### src/rtl/prewish_pkg.sv
// prewish_pkg
// Shared definitions for the mentor -> blinky strobe/data link.
//   DEFAULT_MASK_W : default blink-mask width
//   state_e        : receiver FSM encoding (IDLE / RUN)
//   MASK_ALT       : alternating pattern shared with the mentor and benches
package prewish_pkg;

    localparam int DEFAULT_MASK_W = 8;

    typedef enum logic {
        IDLE = 1'b0,
        RUN  = 1'b1
    } state_e;

    localparam logic [7:0] MASK_ALT = 8'b10101010;

endpackage

### src/rtl/prewish_prescaler.sv
// prewish_prescaler
// Divides the system clock down to one tick per blink-mask bit.
// Ports:
//   clk    : system clock, rising edge
//   rst_n  : asynchronous active-low reset
//   clear  : forces the count back to 0 (wins over enable)
//   enable : count 0..TICK_DIV-1 while high
//   tick   : one-cycle pulse on the terminal count
module prewish_prescaler #(
    parameter int TICK_DIV = 1500000
) (
    input  logic clk,
    input  logic rst_n,
    input  logic clear,
    input  logic enable,
    output logic tick
);

    localparam int CNT_W = $clog2(TICK_DIV);
    localparam logic [CNT_W-1:0] TERM = CNT_W'(TICK_DIV - 1);

    logic [CNT_W-1:0] cnt_q;
    logic [CNT_W-1:0] cnt_d;
    logic             at_term;

    assign at_term = (cnt_q == TERM);

    // A clear on the terminal-count cycle suppresses the tick, so a
    // coincident reload never also advances the bit index.
    assign tick = enable & ~clear & at_term;

    always_comb begin
        cnt_d = cnt_q;
        if (clear) begin
            cnt_d = '0;
        end else if (enable) begin
            cnt_d = at_term ? '0 : cnt_q + CNT_W'(1);
        end
    end

    always_ff @(posedge clk or negedge rst_n) begin
        if (!rst_n) begin
            cnt_q <= '0;
        end else begin
            cnt_q <= cnt_d;
        end
    end

endmodule

### src/rtl/prewish_blinky_rx.sv
// prewish_blinky_rx
// Receiving end of the mentor -> blinky link. Captures a blink mask on the
// rising edge of STB_I, acknowledges it with a one-cycle ACK_O pulse and
// replays the mask MSB-first onto o_led, one bit per TICK_DIV clocks,
// wrapping forever. A zero mask returns the block to IDLE.
// Ports:
//   CLK_I  : system clock, rising edge
//   RST_I  : asynchronous active-low reset
//   STB_I  : load strobe, rising edge marks a new mask on DAT_I
//   DAT_I  : blink mask
//   ACK_O  : one-cycle load acknowledge
//   o_led  : LED drive, active-high, registered
//   o_busy : high while in RUN, registered
// Build option: define PREWISH_RX_SYNC_EN to pass STB_I/DAT_I through a
// 2-flop synchronizer (adds 2 cycles of latency). Without it the inputs
// must be synchronous to CLK_I.
module prewish_blinky_rx
    import prewish_pkg::*;
#(
    parameter int MASK_W   = DEFAULT_MASK_W,
    parameter int TICK_DIV = 1500000
) (
    input  logic              CLK_I,
    input  logic              RST_I,
    input  logic              STB_I,
    input  logic [MASK_W-1:0] DAT_I,
    output logic              ACK_O,
    output logic              o_led,
    output logic              o_busy
);

    localparam int BIT_W = $clog2(MASK_W);
    localparam logic [BIT_W-1:0] BIT_MSB = BIT_W'(MASK_W - 1);

    logic              stb_s;
    logic [MASK_W-1:0] dat_s;

`ifdef PREWISH_RX_SYNC_EN
    logic [1:0]        stb_sync_q;
    logic [1:0]        stb_sync_d;
    logic [MASK_W-1:0] dat_sync1_q;
    logic [MASK_W-1:0] dat_sync1_d;
    logic [MASK_W-1:0] dat_sync2_q;
    logic [MASK_W-1:0] dat_sync2_d;

    always_comb begin
        stb_sync_d  = {stb_sync_q[0], STB_I};
        dat_sync1_d = DAT_I;
        dat_sync2_d = dat_sync1_q;
    end

    always_ff @(posedge CLK_I or negedge RST_I) begin
        if (!RST_I) begin
            stb_sync_q  <= '0;
            dat_sync1_q <= '0;
            dat_sync2_q <= '0;
        end else begin
            stb_sync_q  <= stb_sync_d;
            dat_sync1_q <= dat_sync1_d;
            dat_sync2_q <= dat_sync2_d;
        end
    end

    assign stb_s = stb_sync_q[1];
    assign dat_s = dat_sync2_q;
`else
    assign stb_s = STB_I;
    assign dat_s = DAT_I;
`endif

    state_e            state_q;
    state_e            state_d;
    logic [MASK_W-1:0] mask_q;
    logic [MASK_W-1:0] mask_d;
    logic [BIT_W-1:0]  bit_idx_q;
    logic [BIT_W-1:0]  bit_idx_d;
    logic              stb_prev_q;
    logic              stb_prev_d;
    logic              ack_q;
    logic              ack_d;
    logic              led_q;
    logic              led_d;
    logic              busy_q;
    logic              busy_d;

    logic load;
    logic tick;
    logic pre_clear;
    logic pre_enable;

    // A held strobe produces a single load: only the low-to-high transition counts.
    assign load = stb_s & ~stb_prev_q;

    // The prescaler sits at 0 in IDLE and restarts on every load.
    assign pre_enable = (state_q == RUN);
    assign pre_clear  = load | (state_q != RUN);

    prewish_prescaler #(
        .TICK_DIV (TICK_DIV)
    ) u_prescaler (
        .clk    (CLK_I),
        .rst_n  (RST_I),
        .clear  (pre_clear),
        .enable (pre_enable),
        .tick   (tick)
    );

    always_comb begin
        state_d    = state_q;
        mask_d     = mask_q;
        bit_idx_d  = bit_idx_q;
        stb_prev_d = stb_s;
        ack_d      = 1'b0;

        case (state_q)
            IDLE: begin
                if (load) begin
                    ack_d = 1'b1;
                    if (dat_s != '0) begin
                        state_d   = RUN;
                        mask_d    = dat_s;
                        bit_idx_d = BIT_MSB;
                    end
                end
            end
            RUN: begin
                if (load) begin
                    ack_d     = 1'b1;
                    bit_idx_d = BIT_MSB;
                    if (dat_s != '0) begin
                        mask_d = dat_s;
                    end else begin
                        state_d = IDLE;
                        mask_d  = '0;
                    end
                end else if (tick) begin
                    bit_idx_d = (bit_idx_q == '0) ? BIT_MSB : bit_idx_q - BIT_W'(1);
                end
            end
            default: begin
                state_d = IDLE;
            end
        endcase

        // Outputs are computed from next-state values so the new MSB appears
        // on the same edge that captures the mask.
        busy_d = (state_d == RUN);
        led_d  = (state_d == RUN) ? mask_d[bit_idx_d] : 1'b0;
    end

    always_ff @(posedge CLK_I or negedge RST_I) begin
        if (!RST_I) begin
            state_q    <= IDLE;
            mask_q     <= '0;
            bit_idx_q  <= BIT_MSB;
            stb_prev_q <= 1'b0;
            ack_q      <= 1'b0;
            led_q      <= 1'b0;
            busy_q     <= 1'b0;
        end else begin
            state_q    <= state_d;
            mask_q     <= mask_d;
            bit_idx_q  <= bit_idx_d;
            stb_prev_q <= stb_prev_d;
            ack_q      <= ack_d;
            led_q      <= led_d;
            busy_q     <= busy_d;
        end
    end

    assign ACK_O  = ack_q;
    assign o_led  = led_q;
    assign o_busy = busy_q;

endmodule

### config.mk
export PLATFORM = sky130hd
export DESIGN_NAME = prewish_blinky_rx
export DESIGN_NICKNAME = d
export VERILOG_FILES = /design/src/rtl/prewish_pkg.sv /design/src/rtl/prewish_prescaler.sv /design/src/rtl/prewish_blinky_rx.sv
export SDC_FILE = /design/constraint.sdc
export NUM_CORES = 1
export LEC_CHECK = 0
export BUFFER_PORTS_ARGS = -buffer_cell sky130_fd_sc_hd__buf_2
export CORE_ASPECT_RATIO = 1.25
export CORE_MARGIN = 2
export CORE_UTILIZATION = 60
export CTS_CLUSTER_SIZE = 40
export DETAILED_ROUTE_END_ITERATION = 10
export PLACE_DENSITY = 0.9
export SETUP_SLACK_MARGIN = 0.5
export SLEW_MARGIN = 0
export SYNTH_ARGS = -nofsm -noshare
export SYNTH_HDL_FRONTEND = slang
export SYNTH_HIERARCHICAL = 1
export SYNTH_SLANG_ARGS = --single-unit
### constraint.sdc
create_clock -name CLK_I -period 5.1 [get_ports CLK_I]
set_input_delay 0.51 -clock CLK_I [delete_from_list [all_inputs] [get_ports CLK_I]]
set_output_delay 0.51 -clock CLK_I [all_outputs]
set_load 0.005 [all_outputs]
==> metrics.md, run 1 <==
| Metric | Value |
|---|---|
| Outcome | `finished clean` |
| CP Launch Type | `register` |
| Remaining DRCs | `0` |
| Final net count | `236` |
| Post-Route WL | `4340 µm` |
| DP HPWL | `3120 µm` |
| Syn_area_per_cell | `9.69 µm²` |
| Final Util | `67.2%` |
| CP required | `5.26 ns` |
| Bufs on Longest Clock Path | `2` |
| CTS tree | `yes` |
| Syn Inst Count | `209` |
| Fill cells | `261` |
| Synth warn | `6` |
| First-pass GRT wire length | `7120 µm` |
| Worst min-delay path class | `in -> async` |
| Setup Viol. Count Final | `0` |
| # port buffers | `13` |
| Latest clock arrival within the worst-skew pair | `0.29 ns` |
| Static leakage power | `0.963 nW` |
| CTS clk-pin slew, worst paths | `0.07 ns` |
| Dpl cells | `252` |
| Syn Std Cell Area | `2030 µm²` |
| Layout cell share with drive strength beyond 1 | `17.0%` |
| DRT antenna net count | `0` |
| FMAX | `0.375 GHz` |
| Core Region | `3220 µm²` |
| Total gr overflow | `0` |
| I/O pins | `14` |
| Gr usage total | `24.4%` |
| Setup Skew | `0.00604 ns` |
| Total clock sinks | `36` |
| Final GP Congestion | `0.903` |
| Worst path arrival time | `2.82 ns` |
| Row cnt | `23` |
| R2r startpoint | `o_busy` |
| Post-cts resize count | `0` |
| CP max FO | `16` |
| Final-report hold violation count | `0` |
| Most common cell after layout, fill and taps aside | `dfrtp_1` |
| FF-to-FF setup slack | `2.43 ns` |
| Via density | `6.47` |
| Flops & latches, synth | `36` |
| Routed vias | `1683` |
| Post-CTS setup buffers | `0` |
| Final Cycle Share | `52.3%` |
| Wire length per cell | `16.7 µm` |
| Commonest cells after routing, fill and taps aside | `33 x dfrtp_1, 20 x nand2_1, 16 x nand3_1` |
| CP cell instances | `nand2_1, nand2b_1, nor2_1, and2_4, nor3_1, a211o_4, mux2_4, a22oi_2, a31oi_1` |
| DIE HEIGHT | `69.0 µm` |
| Kind of critical path | `reg -> reg` |
| Critical path's largest stage delay | `0.61 ns` |
| Hold bufs inserted after CTS | `0` |
| Worst slew pin tran | `1.10 ns` |
| Maximum VDD drop | `0.000206 V` |
| Drt pass-1 iters | `4` |
| Die Area | `3860 µm²` |
| Setup TNS | `0 ns` |
| Initial Util | `62.8%` |
| Sequential area share after synthesis | `44.7%` |
| CP delay by family, top | `simple AND/OR/NAND/NOR gates` |
| Worst R2R Path Depth | `9` |
| Bufs and invs on worst path | `0` |
| Area growth, synth to finish | `6.98%` |
| Synth Flop Type | `dfrtp_1` |
| Synth async-reset ratio | `100%` |
| Post-route insts no fill | `260` |
| Post-synth EDFFs | `0` |
| Vias in the first global route | `1584` |
| Clk root buf | `clkbuf_8` |
| Initial DRC count | `64` |
| CTS Buf Count | `5` |
| Crit path capture type | `register` |
| Max-cap violations | `0` |
| H-tree depth | `2` |
| DIE WIDTH | `56.0 µm` |
| P per Cell Area | `261 nW/µm²` |
| Initial antenna violation count | `0` |
| Slew Limit Fails | `0` |
| Syn nets | `223` |
| CP max-delay cell | `dfrtp_1` |
| R2R Path End | `o_led` |
| Fin crit period | `2.67 ns` |
| Largest net degree at the start of global routing | `37` |
| RSZ-0062 raised after global routing | `no` |
| Netlist cell types | `56` |
| Slew margin rel. | `26.9%` |
| Antenna Cells | `0` |
## cell families (layout without fill, tap and decap cells)
family | count (synthesis) | in the layout | share of synthesized area, %
buf+inv | 17 | 31 | 4.39
mux | 5 | 5 | 2.90
fa+ha+maj | 3 | 3 | 1.85
simple gates | 103 | 103 | 28.3
compound gates | 43 | 43 | 17.0
xor+xnor | 2 | 2 | 0.865
flops | 36 | 36 | 44.7
## state kept, by name (all words and copies together), names as in the netlist
register	cells
ACK_O	1
u_prescaler/cnt_q	21
stb_prev_q	1
o_led	1
o_busy	1
bit_idx_q	3
mask_q	8
## how the worst max path moves through the flow
stage	from	slack, ns	cells past startpoint	to
final	o_busy	2.43	9	o_led
after CTS	o_busy	2.47	9	o_led
after floorplan	STB_I	2.71	11	o_led
after global placement	STB_I	2.54	7	u_prescaler/cnt_q[19]
after detailed placement	STB_I	2.43	11	o_led
after global routing	o_busy	2.27	5	u_prescaler/cnt_q[16]
## cell usage after synthesis, drive strengths merged, types with 2 or more instances
master  count  area (µm²)
a21oi       7        35.0
o21ai       3        15.0
nor2       15        56.3
and2        4        28.8
ha          3        37.5
and3        5        32.5
nand4       9        56.3
dfrtp      33         826
inv        10        37.5
nand3      16        80.1
nand2      20        75.1
a221o       3        30.0
nand3b      5        37.5
and4        2        20.0
nor3        7        35.0
buf         6        47.5
o22ai       2        12.5
dfstp       3        78.8
nor4        5        37.5
a31oi       5        31.3
xor2        2        17.5
or3b        2        17.5
nor2b       2        12.5
nand2b      4        32.5
nand4b      2        17.5
or2         2        12.5
mux2        4        48.8
a22o       10        87.6
## through the flow
stage	worst slack (ns)	power, W	hold WS (ns)	instance area [µm²]
finish	2.43	0.000565	0.289	2170
floorplan	2.71	0.000354	0.214	2030
global route	2.27	0.000587	0.355	2170
global placement	2.54	0.000373	0.494	2090
CTS	2.47	0.000570	0.313	2170
detailed placement	2.43	0.000375	0.494	2090
## area by class of cell
type,instances,area [µm²],area share [%]
Sequential cell,36,905,41.7
Clock inverter,1,5.00,0.231
Tap cell,37,46.3,2.14
Multi-Input combinational cell,156,1030,47.6
Clock buffer,7,76.3,3.52
Inverter,10,37.5,1.73
Timing Repair Buffer,13,65.1,3.00
## worst reg2reg max path, delay by kind of cell (launching register included)
kind	cells	cell delay (ns)
simple gates	5	1.01
flops	1	0.61
compound gates	3	0.60
mux	1	0.31
## where the power goes
group | total [W] | switching, W | internal, W
clock | 0.000195 | 0.0000988 | 0.0000958
sequential | 0.000308 | 0.00000935 | 0.000299
combinational | 0.0000625 | 0.0000378 | 0.0000247
## layer usage
layer	share of wire (%)	up-vias	routed length [µm]	track usage [%]
met5	0	-	0	0
met4	2.2	0	96	11.3
met2	54	48	2330	45.6
met3	3.9	9	168	5.22
met1	40	814	1750	26.7
li1	-	812	-	-
Power figures use the tool's default switching activity.
==> run 2: changes to the inputs <==
CORE_UTILIZATION = 54   (was 60)
PLACE_DENSITY = 0.86   (was 0.9)
clock period = 2.2 ns   (was 5.1 ns; I/O delays follow)
==> metrics.md, run 2 (synthesis gave the netlist of run 1 again) <==
| Metric | Value |
|---|---|
| Top Layer Used | `met4 (unchanged)` |
| Final Cycle Share | `103% (was 52.3%)` |
| Fin crit period | `2.27 ns (was 2.67 ns)` |
| Via density | `6.75 (was 6.47)` |
| Kind of critical path | `reg -> reg (unchanged)` |
| Initial DRC count | `212 (was 64)` |
| FF-to-FF setup slack | `-0.07 ns (was 2.43 ns)` |
| Antenna Cells | `0 (unchanged)` |
| CTS tree | `yes (unchanged)` |
| CTS Buf Count | `5 (unchanged)` |
| Maximum VDD drop | `0.000527 V (was 0.000206 V)` |
| Max reg flops | `21 (unchanged)` |
| CP max FO | `5 (was 16)` |
| WHS | `0.0813 ns (was 0.289 ns)` |
| Sw frac | `27.3% (was 25.8%)` |
| Worst R2R Path Depth | `10 (was 9)` |
| Wire length per cell | `20.9 µm (was 16.7 µm)` |
| P per Cell Area | `492 nW/µm² (was 261 nW/µm²)` |
| Final Util | `81.1% (was 67.2%)` |
| Latest clock arrival within the worst-skew pair | `0.30 ns (was 0.29 ns)` |
| RSZ-0062 raised after global routing | `yes (was no)` |
| Sequential share of power | `50.1% (was 54.5%)` |
| CP required | `2.37 ns (was 5.26 ns)` |
| Fill cells | `202 (was 261)` |
| Worst path arrival time | `2.44 ns (was 2.82 ns)` |
| DRT antenna net count | `0 (unchanged)` |
| Met2 wire len | `3340 µm (was 2330 µm)` |
| R2R Path End | `o_led (unchanged)` |
| Cell area after layout | `2870 µm² (was 2170 µm²)` |
| # port buffers | `13 (unchanged)` |
| Most common cell after layout, fill and taps aside | `buf_4 (was dfrtp_1)` |
| Placed cell areas | `2370 µm² (was 2090 µm²)` |
| Max-cap violations | `0 (unchanged)` |
| Slew margin rel. | `64.0% (was 26.9%)` |
| First-pass GRT wire length | `8740 µm (was 7120 µm)` |
| CP Launch Type | `register (unchanged)` |
| Routed vias | `2139 (was 1683)` |
| Initial Util | `57.2% (was 62.8%)` |
| Biggest regs | `u_prescaler/cnt_q: 21 flops, mask_q: 8 flops, bit_idx_q: 3 flops (unchanged)` |
| Clk pwr share | `33.2% (was 34.4%)` |
| Layout cell share with drive strength beyond 1 | `44.2% (was 17.0%)` |
| CP delay by family, top | `simple AND/OR/NAND/NOR gates (unchanged)` |
| Bufs on Longest Clock Path | `2 (unchanged)` |
| DIE WIDTH | `58.8 µm (was 56.0 µm)` |
| Crit path capture type | `register (unchanged)` |
| M1 WL | `2460 µm (was 1750 µm)` |
| Outcome | `complete, but fails checks (was finished clean)` |
| Vias in the first global route | `1924 (was 1584)` |
| Die Area | `4260 µm² (was 3860 µm²)` |
| Setup Skew | `0.0106 ns (was 0.00604 ns)` |
| DP HPWL | `3460 µm (was 3120 µm)` |
| P_sw | `0.000386 W (was 0.000146 W)` |
| Worst slew pin tran | `0.540 ns (was 1.10 ns)` |
| Slew Limit Fails | `0 (unchanged)` |
| Post-Route WL | `6610 µm (was 4340 µm)` |
| Top reg by flops | `u_prescaler/cnt_q (unchanged)` |
| CP cell instances | `ha_2, and4_4, nand4_1, nor2_2, and2_4, nor3_2, a211o_4, mux2_4, a22oi_2, a31oi_1 (was nand2_1, nand2b_1, nor2_1, and2_4, nor3_1, a211o_4, mux2_4, a22oi_2, a31oi_1)` |
| I/O pins | `14 (unchanged)` |
| R2r startpoint | `u_prescaler/cnt_q[1] (was o_busy)` |
| Area growth, synth to finish | `41.9% (was 6.98%)` |
| CP max-delay cell | `dfrtp_1 (unchanged)` |
| Static leakage power | `1.36 nW (was 0.963 nW)` |
| Clk root buf | `clkbuf_8 (unchanged)` |
| Commonest cells after routing, fill and taps aside | `38 x buf_4, 32 x dfrtp_1, 18 x nand2_1 (was 33 x dfrtp_1, 20 x nand2_1, 16 x nand3_1)` |
| Comb power frac | `16.7% (was 11.1%)` |
| Drt pass-1 iters | `7 (was 4)` |
| FMAX | `0.440 GHz (was 0.375 GHz)` |
| Setup WS post-layout | `-0.0717 ns (was 2.43 ns)` |
| Critical path depth in cells | `10 (was 9)` |
| Final-report hold violation count | `0 (unchanged)` |
| Setup crit start | `u_prescaler/cnt_q[1] (was o_busy)` |
| Internal power | `0.00103 W (was 0.000419 W)` |
| Total clock sinks | `36 (unchanged)` |
| Row cnt | `24 (was 23)` |
| Failing checks | `design-rule violations, negative setup slack` |
| Remaining DRCs | `1 (was 0)` |
| Worst min-delay path class | `in -> reg (was in -> async)` |
| CP Capture Point | `o_led (unchanged)` |
| Final GP Congestion | `0.882 (was 0.903)` |
| Final net count | `291 (was 236)` |
| H-tree depth | `2 (unchanged)` |
| Gr usage total | `27.0% (was 24.4%)` |
| Setup TNS | `-0.0717 ns (was 0 ns)` |
| Initial antenna violation count | `0 (unchanged)` |
| Total gr overflow | `0 (unchanged)` |
| CTS clk-pin slew, worst paths | `0.07 ns (about the same)` |
| Largest net degree at the start of global routing | `25 (was 37)` |
| Register Area | `906 µm² (was 905 µm²)` |
| Footprint of the multi-input gates | `1260 µm² (was 1030 µm²)` |
| Setup Viol. Count Final | `1 (was 0)` |
| Bufs and invs on worst path | `0 (unchanged)` |
| DIE HEIGHT | `72.5 µm (was 69.0 µm)` |
| Core Region | `3540 µm² (was 3220 µm²)` |
| Critical path's largest stage delay | `0.36 ns (was 0.61 ns)` |
| DR WL met3 | `432 µm (was 168 µm)` |
[run 2: changes by cell type in the layout (fill, tap and decap cells not counted), moves of 3 or more]
cell	previous run	this run
a21oi_1	7	3
and3_4	0	4
nand3_2	0	3
nor2_2	0	3
buf_4	0	38
and3_1	4	1
nand3_1	16	11
nor4_4	0	3
a21oi_2	0	3
buf_6	0	16
nor2_1	15	11
[run 2: how the worst min path moves through the flow]
stage | startpoint | endpoint | slack, ns | depth (start not counted)
2_1_floorplan | RST_I | ACK_O | -0.08 | 0
3_3_place_gp | RST_I | u_prescaler/cnt_q[9] | 0.22 | 1
3_5_place_dp | RST_I | u_prescaler/cnt_q[9] | 0.23 | 1
4_1_cts | STB_I | stb_prev_q | 0.07 | 1
5_1_grt | STB_I | stb_prev_q | 0.07 | 1
6_report | STB_I | stb_prev_q | 0.08 | 1
[run 2: power groups by stage]
stage / registers (W) / clock network (W) / logic (W)
after global routing: 0.000711 / 0.000500 / 0.000254
after CTS: 0.000708 / 0.000482 / 0.000198
final: 0.000709 / 0.000469 / 0.000236
after detailed placement: 0.000720 / 0 / 0.000187
after global placement: 0.000720 / 0 / 0.000181
after floorplan: 0.000723 / 0 / 0.000103
[run 2: area by class of cell]
class / instances / area share [%]
clock inverter: 1 / 0.305
clock buffer: 7 / 2.66
sequential: 36 / 31.5
timing repair buffer: 68 / 18.8
multi-input combinational: 156 / 43.7
inverter: 10 / 1.31
tap: 39 / 1.70
[run 2: routing by layer]
metal	track usage [%]	vias to the layer above
met1	31.9	1043
met4	14.9	0
li1	-	929
met5	0	-
met3	6.06	41
met2	44.8	126
[run 2: stage by stage]
step / power (W) / worst slack [ns] / instances
floorplan: 0.000826 / -0.0277 / 209
global placement: 0.000901 / -0.0915 / 289
detailed placement: 0.000906 / -0.180 / 289
CTS: 0.00139 / -0.0822 / 302
global route: 0.00147 / -0.148 / 317
finish: 0.00141 / -0.0717 / 317
[run 2: timing repair]
action                                  4_1_cts  5_1_grt
setup buffers                                 4       14
endpoints found under the hold margin        23        0
endpoints found under the setup margin       15       23
hold buffers                                  1        0
gates resized for setup                      23       36
cloned                                        0        1
pin swaps                                     8       25
==> run 3: changes to the inputs <==
ABC_AREA = 1   (was unset)
==> metrics.md, run 3 <==
| Metric | Value |
|---|---|
| P per Cell Area | `635 nW/µm² (was 492 nW/µm²)` |
| Most common cell in the netlist | `nand2_1 (was dfrtp_1)` |
| CP max FO | `4 (was 5)` |
| Post-route insts no fill | `382 (was 317)` |
| Slew Limit Fails | `0 (unchanged)` |
| CP delay by family, top | `simple AND/OR/NAND/NOR gates (unchanged)` |
| Syn Std Cell Area | `2160 µm² (was 2030 µm²)` |
| DP HPWL | `3520 µm (was 3460 µm)` |
| M2 GR Usage | `48.3% (was 44.8%)` |
| Outcome | `finished clean (was complete, but fails checks)` |
| Dpl cells | `365 (was 289)` |
| Netlist cell types | `28 (was 56)` |
| CTS Buf Count | `5 (unchanged)` |
| Total gr overflow | `0 (unchanged)` |
| Post-synth EDFFs | `0 (unchanged)` |
| First-pass GRT wire length | `8750 µm (was 8740 µm)` |
| CTS tree | `yes (unchanged)` |
| FMAX | `0.488 GHz (was 0.440 GHz)` |
| Antenna Cells | `0 (unchanged)` |
| Layout cell share with drive strength beyond 1 | `29.3% (was 44.2%)` |
| Biggest regs | `u_prescaler/cnt_q: 21 flops, mask_q: 8 flops, bit_idx_q: 3 flops (unchanged)` |
| Critical path's largest stage delay | `0.41 ns (was 0.36 ns)` |
| Synth Flop Type | `dfrtp_1 (unchanged)` |
| Row cnt | `25 (was 24)` |
| Worst min-delay path class | `in -> async (was in -> reg)` |
| Routed vias | `2022 (was 2139)` |
| Synth Area in Simple Gates | `37.2% (was 28.3%)` |
| Worst slew pin tran | `0.814 ns (was 0.540 ns)` |
| Drt pass-1 iters | `4 (was 7)` |
| Top cells by area, synth | `dfrtp_1 38%, nand2_1 16%, nand3_1 8.1%, nor2_1 4.9%, inv_1 4.5% (was dfrtp_1 41%, a22o_1 4.3%, nand3_1 4.0%, dfstp_2 3.9%, nand2_1 3.7%)` |
| CP Launch Type | `register (unchanged)` |
| Crit path capture type | `register (unchanged)` |
| DRT antenna net count | `0 (unchanged)` |
| Max-cap violations | `0 (unchanged)` |
| Largest net degree at the start of global routing | `37 (was 25)` |
| Static leakage power | `1.29 nW (was 1.36 nW)` |
| Tot Pwr | `0.00172 W (was 0.00141 W)` |
| Crit path top cell by count | `nand2_2` |
| Met1 Use GR | `28.7% (was 31.9%)` |
| Slew margin rel. | `45.8% (was 64.0%)` |
| Met3 Resource Use GR | `5.33% (was 6.06%)` |
| CP max-delay cell | `dfrtp_1 (unchanged)` |
| Post-synth top area share | `38.2% (was 40.8%)` |
| Footprint of the multi-input gates | `1230 µm² (was 1260 µm²)` |
| Fin crit period | `2.05 ns (was 2.27 ns)` |
| WHS | `0.0151 ns (was 0.0813 ns)` |
| Area growth, synth to finish | `25.5% (was 41.9%)` |
| Final Cycle Share | `93.1% (was 103%)` |
| CP required | `2.39 ns (was 2.37 ns)` |
| Fill cells | `286 (was 202)` |
| Syn_area_per_cell | `7.45 µm² (was 9.69 µm²)` |
| Top reg by flops | `u_prescaler/cnt_q (unchanged)` |
| Core Region | `3820 µm² (was 3540 µm²)` |
| Flops & latches, synth | `36 (unchanged)` |
| RSZ-0062 raised after global routing | `yes (unchanged)` |
| CTS clk-pin slew, worst paths | `0.07 ns (about the same)` |
| Final net count | `341 (was 291)` |
| Xor and xnor area share after synthesis | `3.24% (was 0.865%)` |
| Worst path arrival time | `2.24 ns (was 2.44 ns)` |
| Final-report hold violation count | `0 (unchanged)` |
| Mux contribution to synthesized area | `0% (was 2.90%)` |
| Setup Viol. Count Final | `0 (was 1)` |
| Gr usage total | `26.4% (was 27.0%)` |
| Compound-Gate Fraction of Synth Area | `8.74% (was 17.0%)` |
| CP cell instances | `ha_4, nand2_2, nor2_4, nand3_2, nor3_4, inv_2, nand2_2, nand2_2, nor2_4, inv_2, nand2_4, nand3_2, nand3_1, nand2_1, nor2_1, nor2_2 (was ha_2, and4_4, nand4_1, nor2_2, and2_4, nor3_2, a211o_4, mux2_4, a22oi_2, a31oi_1)` |
| I/O pins | `14 (unchanged)` |
| Register Area | `905 µm² (was 906 µm²)` |
| Via density | `5.29 (was 6.75)` |
| Post-Synth Adder-Cell Area | `1.74% (was 1.85%)` |
| Area leader, netlist | `dfrtp_1 (unchanged)` |
| Final GP Congestion | `0.883 (was 0.882)` |
| Initial DRC count | `135 (was 212)` |
| Syn Inst Count | `290 (was 209)` |
| Post-Route WL | `5500 µm (was 6610 µm)` |
| Maximum VDD drop | `0.000607 V (was 0.000527 V)` |
| Total clock sinks | `36 (unchanged)` |
| DIE HEIGHT | `74.7 µm (was 72.5 µm)` |
| Hold bufs inserted after CTS | `0 (was 1)` |
| Max reg flops | `21 (unchanged)` |
| DIE WIDTH | `60.6 µm (was 58.8 µm)` |
| Kind of critical path | `reg -> reg (unchanged)` |
| Wire length per cell | `14.4 µm (was 20.9 µm)` |
| Vias in the first global route | `1969 (was 1924)` |
| Clk root buf | `clkbuf_8 (unchanged)` |
| Synth warn | `6 (unchanged)` |
| Most common cell after layout, fill and taps aside | `nand2_1 (was buf_4)` |
| Largest family of logic cells by synthesized area | `simple AND/OR/NAND/NOR gates (unchanged)` |
| Initial antenna violation count | `0 (unchanged)` |
| Commonest cells after routing, fill and taps aside | `84 x nand2_1, 33 x dfrtp_1, 32 x nand3_1 (was 38 x buf_4, 32 x dfrtp_1, 18 x nand2_1)` |
| Die Area | `4530 µm² (was 4260 µm²)` |
| Syn nets | `304 (was 223)` |
| Initial Util | `56.6% (was 57.2%)` |
| Setup Skew | `0.00416 ns (was 0.0106 ns)` |
| H-tree depth | `2 (unchanged)` |
| Latest clock arrival within the worst-skew pair | `0.29 ns (was 0.30 ns)` |
| GRT busiest layer | `met2 (unchanged)` |
| # port buffers | `13 (unchanged)` |
| Bufs and invs on worst path | `2 (was 0)` |
| Bufs on Longest Clock Path | `2 (unchanged)` |
| Top post-synthesis cells by count | `91 x nand2_1, 35 x nand3_1, 33 x dfrtp_1 (was 33 x dfrtp_1, 20 x nand2_1, 16 x nand3_1)` |
| Sequential area share after synthesis | `41.9% (was 44.7%)` |
| Synth async-reset ratio | `100% (unchanged)` |
| Remaining DRCs | `0 (was 1)` |
## run 3: cell types whose count changed in the layout (fill, tap and decap cells not counted), moves of 7 or more
cell	previous run	this run
a22o_1	10	0
buf_4	38	20
buf_6	16	1
inv_1	9	23
inv_2	1	9
nand2_1	18	84
nand2_2	1	11
nand3_1	11	32
nor2_1	11	22
nor2_4	1	8
o21ai_1	3	10
## run 3: path summary, 6_finish.rpt
check	from	endpoint	slack [ns]	cells past startpoint
min in group CLK_I	STB_I	stb_prev_q	0.05	1
max in group asynchronous	RST_I	u_prescaler/cnt_q[7]	1.67	1
min	RST_I	ACK_O	0.02	1
min reg2reg	mask_q[5]	mask_q[5]	0.51	2
max reg2reg	u_prescaler/cnt_q[1]	o_led	0.15	16
max	u_prescaler/cnt_q[1]	o_led	0.15	16
## run 3: repair_timing
| action | 4_1_cts | 5_1_grt |
|---|---|---|
| endpoints found under the hold margin | 0 | 0 |
| pin swaps | 18 | 6 |
| cloned | 0 | 0 |
| setup endpoints to repair | 4 | 17 |
| buffers inserted | 9 | 0 |
| gates resized for setup | 18 | 13 |
## run 3: worst reg2reg max path, stage by stage (launching register included)
cell	delay, ns
dfrtp_1	0.41
ha_4	0.16
nand2_2	0.08
nor2_4	0.12
nand3_2	0.10
nor3_4	0.22
inv_2	0.09
nand2_2	0.08
nand2_2	0.06
nor2_4	0.13
inv_2	0.06
nand2_4	0.08
nand3_2	0.06
nand3_1	0.08
nand2_1	0.06
nor2_1	0.12
nor2_2	0.04
## run 3: area by class of cell
type | count | share of cell area (%)
timing repair buffer | 34 | 8.35
multi-input combinational | 218 | 45.5
sequential | 36 | 33.3
inverter | 32 | 4.43
clock inverter | 3 | 3.32
clock buffer | 5 | 2.54
tap | 54 | 2.49
## run 3: logic make-up (layout without fill, tap and decap cells)
family / count (synthesis) / after routing
AOI/OAI and AO/OA: 30 / 30
xor gates and xnor gates: 8 / 8
adders and majority gates: 3 / 3
buffers and inverters: 36 / 74
DFF: 36 / 36
and+or+nand+nor: 177 / 177
## run 3: stage by stage
stage | utilization (%) | setup slack [ns] | setup TNS (ns) | cell area, µm²
2_1_floorplan | - | 0.242 | 0 | 2180
3_3_place_gp | 62.0 | 0.114 | 0 | 2360
3_5_place_dp | 62.0 | 0.0254 | 0 | 2360
4_1_cts | 69.8 | 0.190 | 0 | 2660
5_1_grt | 71.1 | -0.0253 | -0.0253 | 2710
6_report | 71.1 | 0.151 | 0 | 2710
## run 3: power breakdown
| group | internal, W | total, W | leakage [nW] | switching (W) |
|---|---|---|---|---|
| combinational | 0.0000647 | 0.000202 | 0.741 | 0.000137 |
| clock | 0.000567 | 0.000815 | 0.0784 | 0.000248 |
| sequential | 0.000691 | 0.000707 | 0.475 | 0.0000157 |
## run 3: per-layer routing
| layer | up-vias | share of wire (%) |
|---|---|---|
| li1 | 1007 | - |
| met1 | 946 | 39 |
| met2 | 54 | 55 |
| met3 | 15 | 3.2 |
| met4 | 0 | 2.6 |
| met5 | - | 0 |
